File: src/rtl/store_pkg.sv
// Shared definitions for the store path: funct3 encodings, FSM states and
// the byte-size decode used by both the control and the lane merger.
package store_pkg;

  localparam logic [2:0] F3_SB = 3'd0;
  localparam logic [2:0] F3_SH = 3'd1;
  localparam logic [2:0] F3_SW = 3'd2;
  localparam logic [2:0] F3_SD = 3'd3;

  typedef enum logic [2:0] {
    IDLE,
    READ,
    WAIT,
    MERGE,
    WRITE,
    DONE
  } state_t;

  // Number of bytes written by a store; 0 marks an encoding that is not a store.
  function automatic logic [3:0] size_bytes(input logic [2:0] funct3);
    logic [3:0] sz;
    case (funct3)
      F3_SB:   sz = 4'd1;
      F3_SH:   sz = 4'd2;
      F3_SW:   sz = 4'd4;
      F3_SD:   sz = 4'd8;
      default: sz = 4'd0;
    endcase
    return sz;
  endfunction

endpackage

File: src/rtl/store_lane_merge.sv
// Combinational byte-lane merger: overwrites `size` bytes of the old memory
// word, starting at byte `offset`, with the low bytes of the new data.
// Bytes outside that window pass through untouched; nothing is sign-extended.
module store_lane_merge #(
  parameter int DATA_W = 64,
  localparam int NB    = DATA_W / 8,
  localparam int OFF_W = $clog2(DATA_W / 8)
) (
  input  logic [DATA_W-1:0] old_word,
  input  logic [DATA_W-1:0] new_data,
  input  logic [OFF_W-1:0]  offset,
  input  logic [3:0]        size,
  output logic [DATA_W-1:0] merged
);

  // Select, per byte lane, either the old byte or the shifted new byte.
  always_comb begin
    // NOTE: assign the whole output before the conditional updates so no path
    // leaves it unassigned; otherwise synthesis infers a latch.
    merged = old_word;
    for (int i = 0; i < NB; i++) begin
      if (i >= int'(offset) && i < int'(offset) + int'(size)) begin
        merged[i*8 +: 8] = new_data[(i - int'(offset))*8 +: 8];
      end
    end
  end

endmodule

File: src/rtl/store_merge_unit.sv
// Store path for the multicycle core. Full-width stores go straight to a
// write; narrower stores read the containing word, merge the new bytes at
// their offset and write the word back. Misaligned or invalid stores are
// rejected without touching memory.
module store_merge_unit
  import store_pkg::*;
#(
  parameter int DATA_W = 64,
  parameter int ADDR_W = 64,
  parameter int RD_LAT = 2
) (
  input  logic              clk,
  input  logic              reset,
  input  logic              req_valid,
  output logic              req_ready,
  input  logic [2:0]        req_funct3,
  input  logic [ADDR_W-1:0] req_addr,
  input  logic [DATA_W-1:0] req_data,
  output logic [ADDR_W-1:0] mem_addr,
  output logic              mem_rd,
  input  logic [DATA_W-1:0] mem_rdata,
  output logic              mem_wr,
  output logic [DATA_W-1:0] mem_wdata,
  output logic              done,
  output logic              misaligned
);

  localparam int NB    = DATA_W / 8;
  localparam int OFF_W = $clog2(NB);
  localparam int CNT_W = $clog2(RD_LAT + 1);

  state_t state, state_next;

  logic [2:0]        funct3_q;
  logic [ADDR_W-1:0] addr_q;
  logic [DATA_W-1:0] data_q;
  logic [DATA_W-1:0] rdata_q;
  logic [DATA_W-1:0] wdata_q;
  logic              mis_q;
  logic [CNT_W-1:0]  cnt_q;

  logic [3:0]        req_size;
  logic              illegal;
  logic              full;
  logic [DATA_W-1:0] merged;

  // Classify the incoming request: invalid encoding, too wide, or misaligned.
  always_comb begin
    req_size = size_bytes(req_funct3);
    illegal  = 1'b0;
    if (req_size == 4'd0) begin
      illegal = 1'b1;
    end else if (int'(req_size) > NB) begin
      illegal = 1'b1;
    end else if ((req_addr[2:0] & 3'(req_size - 4'd1)) != 3'd0) begin
      illegal = 1'b1;
    end
    full = (int'(req_size) == NB);
  end

  store_lane_merge #(
    .DATA_W (DATA_W)
  ) u_lane_merge (
    .old_word (rdata_q),
    .new_data (data_q),
    .offset   (addr_q[OFF_W-1:0]),
    .size     (size_bytes(funct3_q)),
    .merged   (merged)
  );

  // State register.
  always_ff @(posedge clk) begin
    // NOTE: sequential state uses non-blocking assignments so every register
    // samples pre-edge values, independent of statement order.
    if (reset) begin
      state <= IDLE;
    end else begin
      state <= state_next;
    end
  end

  // Next-state decode and per-state strobes.
  always_comb begin
    state_next = state;
    req_ready  = 1'b0;
    mem_rd     = 1'b0;
    mem_wr     = 1'b0;
    done       = 1'b0;
    misaligned = 1'b0;
    case (state)
      IDLE: begin
        req_ready = 1'b1;
        if (req_valid) begin
          if (illegal)   state_next = DONE;
          else if (full) state_next = WRITE;
          else           state_next = READ;
        end
      end
      READ: begin
        mem_rd     = 1'b1;
        state_next = WAIT;
      end
      WAIT: begin
        if (cnt_q == CNT_W'(1)) state_next = MERGE;
      end
      MERGE: state_next = WRITE;
      WRITE: begin
        // A reset arriving in the write cycle cancels the write.
        mem_wr     = ~reset;
        state_next = DONE;
      end
      DONE: begin
        done       = 1'b1;
        misaligned = mis_q;
        state_next = IDLE;
      end
      default: state_next = IDLE;
    endcase
  end

  // Request latches, read-latency counter, captured read word and write word.
  always_ff @(posedge clk) begin
    // NOTE: the data latches are reset too, so mem_addr and mem_wdata read
    // as zero after reset rather than showing stale or unknown values.
    if (reset) begin
      funct3_q <= '0;
      addr_q   <= '0;
      data_q   <= '0;
      rdata_q  <= '0;
      wdata_q  <= '0;
      mis_q    <= 1'b0;
      cnt_q    <= '0;
    end else begin
      case (state)
        IDLE: begin
          if (req_valid) begin
            funct3_q <= req_funct3;
            addr_q   <= req_addr;
            data_q   <= req_data;
            wdata_q  <= req_data;
            mis_q    <= illegal;
          end
        end
        READ: cnt_q <= CNT_W'(RD_LAT);
        WAIT: begin
          cnt_q <= cnt_q - CNT_W'(1);
          if (cnt_q == CNT_W'(1)) rdata_q <= mem_rdata;
        end
        MERGE: wdata_q <= merged;
        default: ;
      endcase
    end
  end

  assign mem_addr  = {addr_q[ADDR_W-1:OFF_W], OFF_W'(0)};
  assign mem_wdata = wdata_q;

endmodule

File: config.mk
export PLATFORM = sky130hd
export DESIGN_NAME = store_merge_unit
export DESIGN_NICKNAME = d
export VERILOG_FILES = /design/src/rtl/store_pkg.sv /design/src/rtl/store_lane_merge.sv /design/src/rtl/store_merge_unit.sv
export SDC_FILE = /design/constraint.sdc
export NUM_CORES = 1
export LEC_CHECK = 0
export CAP_MARGIN = 10
export CORE_UTILIZATION = 40
export DETAILED_ROUTE_END_ITERATION = 12
export PLACE_DENSITY = 0.67
export SYNTH_ARGS = -nofsm -noshare
export SYNTH_HDL_FRONTEND = slang
export SYNTH_SLANG_ARGS = --single-unit
File: constraint.sdc
create_clock -name clk -period 3.9 [get_ports clk]
set_input_delay 0.975 -clock clk [delete_from_list [all_inputs] [get_ports clk]]
set_output_delay 0.975 -clock clk [all_outputs]
set_load 0.1 [all_outputs]
==> qor.yml <==
critical_path_class: "register to output port"
design.die.area_sq_um: 36800
core_sq_um: 35600
register_area_sq_um: 5310
drt_iter0_drc: 995
slew_headroom_pct: 30.8
cp-start-kind: "register"
vias: 13500
drive_above_1_share_pct: 11.7
nNetsFinal: 2103
utilization_pct: 52.2
crit_chain: "clkdlybuf4s50_1"
hpwl_microns: 37400
crit_slowest_cell: "clkdlybuf4s50_1"
ys_ff_latch: 265
multiInputGateArea_sq_um: 8020
worst_ep_arrival_time_ns: 2.13
ys.flop_type: "dfxtp_1"
worstRegToRegCells: 7
grt_usage_pct: 27.0
overflow: 0
numCtsBuffers: 30
ant_nets: 0
crit_required_ns: 2.92
cp_max_fo: 3
design_area_sq_um: 18600
clk_latency_ns: 0.56
fp.dieH_microns: 192
grt_pass1_vias: 12900
clkSinkCount: 265
period_share_pct: 79.7
gp_congestion: 0.977
cap_violations: 0
ys_seq_area_share_pct: 36.8
peakVddDrop_mv: 0.309
worstMarginPinSlew_ns: 1.04
antenna_found_initial: 0
yosysWarnings: 0
tns_ns: 0
cts.htree.levels: 1
syn_area_per_cell_sq_um: 8.50
vias_per_cell: 5.71
slowest_delay_ns: 1.17
final_cell_mix: "nand2_1 (445), clkdlybuf4s50_1 (316), a21oi_1 (270)"
cts_setup_buffers: 0
dpl_cell_area_sq_um: 17500
floorplan.initialDensity_pct: 40.6
worst-path-buf-inv: 1
grt_pass1_wl_microns: 76500
r2r_start: "addr_q[0]"
post-route-drc-count: 0
num-fill-cells: 3295
finalSetupViolations: 0
fin_skew_ns: 0.00827
report.final.hold_viol_count: 0
cts_tree: "built"
hold_start: "addr_q[14]"
crit_family: "buffers and inverters"
cts_root_buffer: "clkbuf_16"
drtPass1Iterations: 7
drt-total-wl_microns: 51300
final_common_cell: "nand2_1"
ys_types: 67
die_w_microns: 192
synthArstFlopShare_pct: 0
hold_buffers: 0
grt_start_max_net_pins: 96
synth_edf_count: 0
p_leak_nw: 6.39
worst_setup_hold_path_clk_slew_ns: 0.06
clock.fmax_mhz: 322
r2r-end: "mem_wdata[7]"
port_buffers: 327
end_kind: "output port"
area_delta_synth_final_pct: 28.6
pin_count: 331
hold_end: "addr_q[14]"
netlist_area_sq_um: 14400
status: "finished clean"
cts_resized: 0
rows: 69
syn-instance-count: 1699
rsz0062_at_grt: "no"
wire_per_inst_microns: 21.6
hold_class: "register to register"
final_max_slew_viol_count: 0
clk_path_buf_depth: 3
power_density_nw_per_um2: 515
finalCriticalPeriod_ns: 3.11
min_path_cells: 2
r2r_slack_ns: 0.89
-- cell type report --
type / instances / share of cell area, %
diodes: 2 / 0.0270
well taps: 461 / 3.11
repair buffers: 358 / 19.2
flip-flops and latches: 265 / 28.6
clock buffers: 47 / 4.88
multi-input cells: 1211 / 43.2
clock inverters: 9 / 0.560
inverters: 20 / 0.405
-- state kept, by name (all words and copies together), names as in the netlist --
| register | flops |
|---|---|
| rdata_q | 64 |
| state | 3 |
| mis_q | 1 |
| data_q | 64 |
| mem_wdata | 64 |
| addr_q | 64 |
| funct3_q | 3 |
| cnt_q | 2 |
-- metrics by stage --
| stage | cells | worst slack, ns | hold WS [ns] | total power (W) |
|---|---|---|---|---|
| after detailed placement | 2315 | 0.634 | 0.446 | 0.00672 |
| after global placement | 2315 | 0.698 | 0.441 | 0.00669 |
| after CTS | 2371 | 0.779 | 0.454 | 0.00960 |
| final | 2373 | 0.791 | 0.452 | 0.00956 |
| after floorplan | 1701 | -0.00110 | 0.432 | 0.00576 |
| after global routing | 2371 | 0.729 | 0.471 | 0.00992 |
-- worst max path at each step --
stage / startpoint / to / slack [ns] / cells after the start
floorplan: state[0] / addr_q[26] / -0.001 / 7
global placement: req_funct3[0] / state[2] / 0.70 / 8
detailed placement: req_funct3[0] / state[2] / 0.63 / 8
CTS: mem_wdata[47] / mem_wdata[47] / 0.78 / 1
global route: funct3_q[0] / mem_wdata[6] / 0.73 / 7
finish: mem_wdata[47] / mem_wdata[47] / 0.79 / 1
-- synth_stat cells (all sizes together) (5+ instances only) --
cell type,n,area (sq um)
a22oi,9,67.6
o31a,8,70.1
buf,116,744
o21ai,8,43.8
nor2,16,60.1
inv,19,71.3
ha,18,225
dfxtp,265,5310
and2,11,68.8
nand2b,9,56.3
o211ai,18,154
or4,11,82.6
mux4,72,1620
and3,26,163
a31oi,21,131
mux2,36,405
o22ai,26,190
mux2i,30,300
nand2,446,1670
nor3,15,75.1
a21oi,270,1350
nand4,25,163
a21boi,25,188
nand3,29,145
o311a,16,160
a2111o,8,90.1
a21o,7,52.6
or3,5,31.3
a211oi,6,62.6
clkbuf,89,334
-- power breakdown --
| group | internal, W | leakage (nW) | switching [W] |
|---|---|---|---|
| registers | 0.00294 | 2.16 | 0.000336 |
| clock network | 0.00172 | 0.491 | 0.00116 |
| logic | 0.00114 | 3.74 | 0.00226 |
-- tightest hold or removal path, delay by kind of cell (launching register included) --
family / cells / cell delay, ns
AND/OR/NAND/NOR: 1 / 0.05
AO/OA/AOI/OAI: 1 / 0.05
flip-flops: 1 / 0.30
-- logic make-up after synthesis --
logic type	after synthesis	synth area share, %
other	1	0.0260
AOI/OAI and AO/OA	439	18.8
adders and majority gates	20	1.77
and+or+nand+nor	608	18.3
buffers and inverters	225	7.99
DFF	265	36.8
xor gates and xnor gates	3	0.234
muxes	138	16.1
-- routing by layer --
layer	global-route usage, %	up-vias	share of wire, %
met2	45.9	658	48
met4	11.6	0	4.4
met1	33.5	6401	40
met5	0	-	0
met3	4.64	114	8.2
li1	-	6370	-
Note: power is estimated with default switching activity, not from simulation.
